File: src/rtl/dt1_rv_pkg.sv
// rtl/dt1_rv_pkg.sv - shared writeback contract: widths, x0 address, ResultSrc encoding
package dt1_rv_pkg;

  localparam int          XLEN     = 32;
  localparam int          REG_AW   = 5;
  localparam int          NREGS    = 32;
  localparam logic [4:0]  REG_ZERO = 5'd0;

  // Any ResultSrc with bit 1 set selects PC+4.
  typedef enum logic [1:0] {
    RES_ALU  = 2'b00,
    RES_LOAD = 2'b01,
    RES_PC4  = 2'b10
  } result_src_e;

endpackage

File: src/rtl/dt1_instret_counter.sv
// rtl/dt1_instret_counter.sv - retired-instruction up-counter, wraps silently
module dt1_instret_counter #(
  parameter int CNT_W = 64
) (
  input  logic             clk,
  input  logic             reset,
  input  logic             en_i,
  output logic [CNT_W-1:0] count_o
);

  logic [CNT_W-1:0] cnt_q;
  logic [CNT_W-1:0] cnt_d;

  always_comb begin
    cnt_d = cnt_q;
    if (en_i) cnt_d = cnt_q + CNT_W'(1);
  end

  always_ff @(posedge clk or posedge reset) begin
    if (reset) cnt_q <= '0;
    else       cnt_q <= cnt_d;
  end

  assign count_o = cnt_q;

endmodule

File: src/rtl/dt1_regfile_wb.sv
// rtl/dt1_regfile_wb.sv - integer register file at the writeback end, with WB->D bypass
module dt1_regfile_wb #(
  parameter int XLEN   = 32,
  parameter int NREGS  = 32,
  parameter int BYPASS = 1,
  parameter int CNT_W  = 64
) (
  input  logic                          clk,
  input  logic                          reset,
  input  logic                          RegWriteW,
  input  logic [dt1_rv_pkg::REG_AW-1:0] RdW,
  input  logic [XLEN-1:0]               ResultW,
  input  logic                          ValidW,
  input  logic [dt1_rv_pkg::REG_AW-1:0] Rs1D,
  input  logic [dt1_rv_pkg::REG_AW-1:0] Rs2D,
  output logic [XLEN-1:0]               RD1D,
  output logic [XLEN-1:0]               RD2D,
  input  logic [dt1_rv_pkg::REG_AW-1:0] DbgAddr,
  output logic [XLEN-1:0]               DbgData,
  output logic [CNT_W-1:0]              InstRetW
);

  import dt1_rv_pkg::*;

  // x0 has no storage; index 0 is never addressed.
  logic [XLEN-1:0] regs_q [1:NREGS-1];
  logic            we;

  // Gating with reset keeps a pending write invisible on the read ports too.
  assign we = RegWriteW && (RdW != REG_ZERO) && !reset;

  always_ff @(posedge clk or posedge reset) begin
    if (reset) begin
      for (int i = 1; i < NREGS; i++) regs_q[i] <= '0;
    end else if (we) begin
      regs_q[RdW] <= ResultW;
    end
  end

  always_comb begin
    RD1D = '0;
    if (Rs1D != REG_ZERO) begin
      if ((BYPASS != 0) && we && (RdW == Rs1D)) RD1D = ResultW;
      else                                      RD1D = regs_q[Rs1D];
    end
  end

  always_comb begin
    RD2D = '0;
    if (Rs2D != REG_ZERO) begin
      if ((BYPASS != 0) && we && (RdW == Rs2D)) RD2D = ResultW;
      else                                      RD2D = regs_q[Rs2D];
    end
  end

  always_comb begin
    DbgData = '0;
    if (DbgAddr != REG_ZERO) DbgData = regs_q[DbgAddr];
  end

  dt1_instret_counter #(
    .CNT_W (CNT_W)
  ) u_instret (
    .clk     (clk),
    .reset   (reset),
    .en_i    (ValidW),
    .count_o (InstRetW)
  );

endmodule
File: config.mk
export PLATFORM = sky130hd
export DESIGN_NAME = dt1_regfile_wb
export DESIGN_NICKNAME = d
export VERILOG_FILES = /design/src/rtl/dt1_rv_pkg.sv /design/src/rtl/dt1_instret_counter.sv /design/src/rtl/dt1_regfile_wb.sv
export SDC_FILE = /design/constraint.sdc
export NUM_CORES = 2
export LEC_CHECK = 0
export CORE_MARGIN = 5
export CORE_UTILIZATION = 35
export DETAILED_ROUTE_END_ITERATION = 12
export REMOVE_ABC_BUFFERS = 1
export SLEW_MARGIN = 15
export SYNTH_ARGS = -nofsm -noshare
export SYNTH_HDL_FRONTEND = slang
export SYNTH_SLANG_ARGS = --single-unit
File: constraint.sdc
create_clock -name clk -period 82.5 [get_ports clk]
set_input_delay 16.5 -clock clk [delete_from_list [all_inputs] [get_ports clk]]
set_output_delay 16.5 -clock clk [all_outputs]
set_load 0.005 [all_outputs]
==> flow_metrics.tcl <==
set metrics [dict create \
    pre_cts_ws_ns 45.08 \
    cts_num_sinks 1056 \
    fin_setup_tns_ns 0 \
    ant_nets 0 \
    final_layout_size_suffix_gt1_share_pct 50.5 \
    grt_pass1_vias 44784 \
    overflow 0 \
    finalNonFillerCells 7019 \
    dr.first_iter.drc_count 4498 \
    irDropWorstVdd_mv 0.0171 \
    clock_skew_ns 0.00989 \
    grt_pass1_wl_mm 325 \
    nets 4502 \
    ys_async_sr_fraction_pct 100 \
    path_clk_slew_ns 0.06 \
    die_area_um2 192000 \
    maxCapViolCount 0 \
    post_dp_cell_area_um2 68800 \
    p_per_area_nw_per_um2 21.2 \
    cts.path.max_buffers 3 \
    min_period_over_period_pct 45.3 \
    cts_made_buffers 121 \
    post_cts_buffers 0 \
    switchingPower_uw 431 \
    start_util_pct 35.2 \
    worstSkewPairLatency_ns 0.77 \
    coreArea_um2 183000 \
    die_y_um 439 \
    crit_type "primary input to output pin" \
    fp-row-count 157 \
    switching_share_pct 27.8 \
    cts_max_level 3 \
    final_core_util_pct 40.0 \
    clkPwrFrac_pct 37.7 \
    via_per_inst 6.28 \
    multiInputGateArea_um2 36000 \
    syn_to_final_growth_pct 13.8 \
    hpwl_mm 130 \
    place_congestion 0.837 \
    num_vias 44101 \
    power_mw 1.55 \
    ys_seq_area_share_pct 41.1 \
    synthDistinctLibCells 53 \
    rsz0062_at_grt "false" \
    fmax_mhz 26.7 \
    hold_slack_ns 0.478 \
    p_comb_share_pct 20.2 \
    cts_hold_buf 0 \
    rrSetupSlack_ns 80.04 \
    synth_top_flop_cell "dfrtp_1" \
    synth.avg_cell_area_um2 14.4 \
    setup_viol 0 \
    cts_resized 0 \
    worstPathMaxFanout 54 \
    seqCellArea_um2 26400 \
    final_area_um2 73200 \
    end_kind "output pin" \
    die_w_um 439 \
    hold_viol 0 \
    p_seq_share_pct 42.0 \
    drc_errors 0 \
    root_buffer "clkbuf_16" \
    synth_warnings 0 \
    critPathRequiredTime_ns 66.00 \
    drv_slew 0 \
    synth_edf_count 0 \
    syn-cell-area_um2 64300 \
    status "finished clean" \
    synthCells 4467 \
    routedWlPerCell_um 31.7 \
    dp_cells 6786 \
    tightest_slew_ns 1.15 \
    p_leak_nw 31.3 \
    ys_seq_elements 1056 \
    antenna_found_initial 10 \
    final.fill_count 16842 \
    fin_crit_ns 37.38 \
    setup_slack_ns 45.12 \
    cp-start-kind "primary input" \
    cts_tree "yes" \
    io_buffers 215 \
    max-slew-margin-rel_pct 23.2 \
    p_int_mw 1.12 \
    grt_start_max_net_pins 153 \
    worstPathArrival_ns 20.88 \
    hold_path_class "register to register" \
    first_pass_iters 6 \
    drt-total-wl_mm 223 \
    grt_usage_pct 22.7 \
    num_io_pins 216 \
]
==> synth_stat cells, drive strengths merged (23+ instances only) <==
cell,count,area share [%]
a21oi,38,0.30
a221o,30,0.47
a221oi,112,1.5
a22o,63,0.86
a22oi,48,0.56
buf,251,1.8
clkbuf,238,1.4
dfrtp,1056,41
mux2,1256,22
mux2i,129,2.0
mux4,645,23
nand2,127,0.74
nand3,30,0.23
nor2,83,0.48
nor3,24,0.19
o211ai,26,0.30
o21ai,28,0.22
o221ai,23,0.31
o22ai,51,0.50
xnor2,35,0.48
xor2,38,0.52
==> power groups by stage <==
| stage | logic [mW] | registers [mW] | clock network [mW] |
|---|---|---|---|
| 2_1_floorplan | 0.205 | 0.635 | 0 |
| 3_3_place_gp | 0.310 | 0.653 | 0 |
| 4_1_cts | 0.315 | 0.648 | 0.596 |
| 3_5_place_dp | 0.313 | 0.656 | 0 |
| 6_report | 0.313 | 0.651 | 0.585 |
| 5_1_grt | 0.334 | 0.659 | 0.615 |
==> critical path, stage by stage <==
cell and delay, ns:
buf_8 0.45, buf_4 0.78, buf_4 0.72, xor2_1 0.20, nor3_1 0.07, nand4_1 0.14, buf_4 0.47, nor2_1 0.12
a21oi_1 0.60, clkdlybuf4s50_1 0.63
==> final timing paths <==
kind / from / to / cells past startpoint
max: Rs2D[0] / RD2D[21] / 10
min: u_instret.count_o[63]$_DFFE_PP0P_ / u_instret.count_o[63]$_DFFE_PP0P_ / 1
max reg2reg: u_instret.count_o[0]$_DFFE_PP0P_ / u_instret.count_o[34]$_DFFE_PP0P_ / 6
min reg2reg: u_instret.count_o[63]$_DFFE_PP0P_ / u_instret.count_o[63]$_DFFE_PP0P_ / 1
max in group asynchronous: reset / regs_q[363]$_DFFE_PP0P_ / 4
min in group asynchronous: reset / regs_q[660]$_DFFE_PP0P_ / 2
==> layer usage <==
layer | track usage, % | routed length, um | vias up
met2 | 36.1 | 104000 | 2198
met3 | 4.95 | 18000 | 469
met5 | 0 | 34 | -
met4 | 9.43 | 10000 | 4
met1 | 30.3 | 90300 | 23713
li1 | - | - | 17717
==> registers in the layout (all words and copies together), names as in the netlist <==
signal and cells:
u_instret.count_o 64, regs_q 992
==> layout make-up <==
cell class | instances | share of cell area, %
Tap cell | 2464 | 4.21
Antenna cell | 4 | 0.0137
Clock inverter | 62 | 1.21
Clock buffer | 167 | 4.72
Sequential cell | 1056 | 36.1
Timing Repair Buffer | 344 | 4.37
Multi-Input combinational cell | 2904 | 49.2
Inverter | 18 | 0.103
==> placed cells by master (no fill, tap or decap), types with 22 or more instances in the layout <==
| cell | count |
|---|---|
| clkdlybuf4s50_1 | 203 |
| nand2_1 | 111 |
| mux2i_1 | 129 |
| nand3_1 | 30 |
| o21ai_0 | 28 |
| dfrtp_1 | 1056 |
| buf_4 | 128 |
| mux4_2 | 645 |
| o22ai_1 | 51 |
| a221oi_1 | 112 |
| a22o_1 | 63 |
| a21oi_1 | 38 |
| clkbuf_1 | 22 |
| nor3_1 | 23 |
| clkbuf_8 | 24 |
| a22oi_1 | 48 |
| xnor2_1 | 35 |
| xor2_1 | 38 |
| clkinv_2 | 30 |
| o221ai_1 | 23 |
| clkbuf_16 | 122 |
| a221o_1 | 30 |
| nor2_1 | 69 |
| mux2_2 | 1250 |
| o211ai_1 | 26 |
==> cells by family after synthesis <==
group / Yosys count / synth area share, %
multiplexers: 2030 / 46.6
flip-flops: 1056 / 41.1
buffers and inverters: 507 / 3.32
AO/OA/AOI/OAI: 449 / 5.38
AND/OR/NAND/NOR: 351 / 2.59
XOR/XNOR: 73 / 0.994
adder cells (fa/ha/maj): 1 / 0.0195
(Power assumes the default switching activity.)
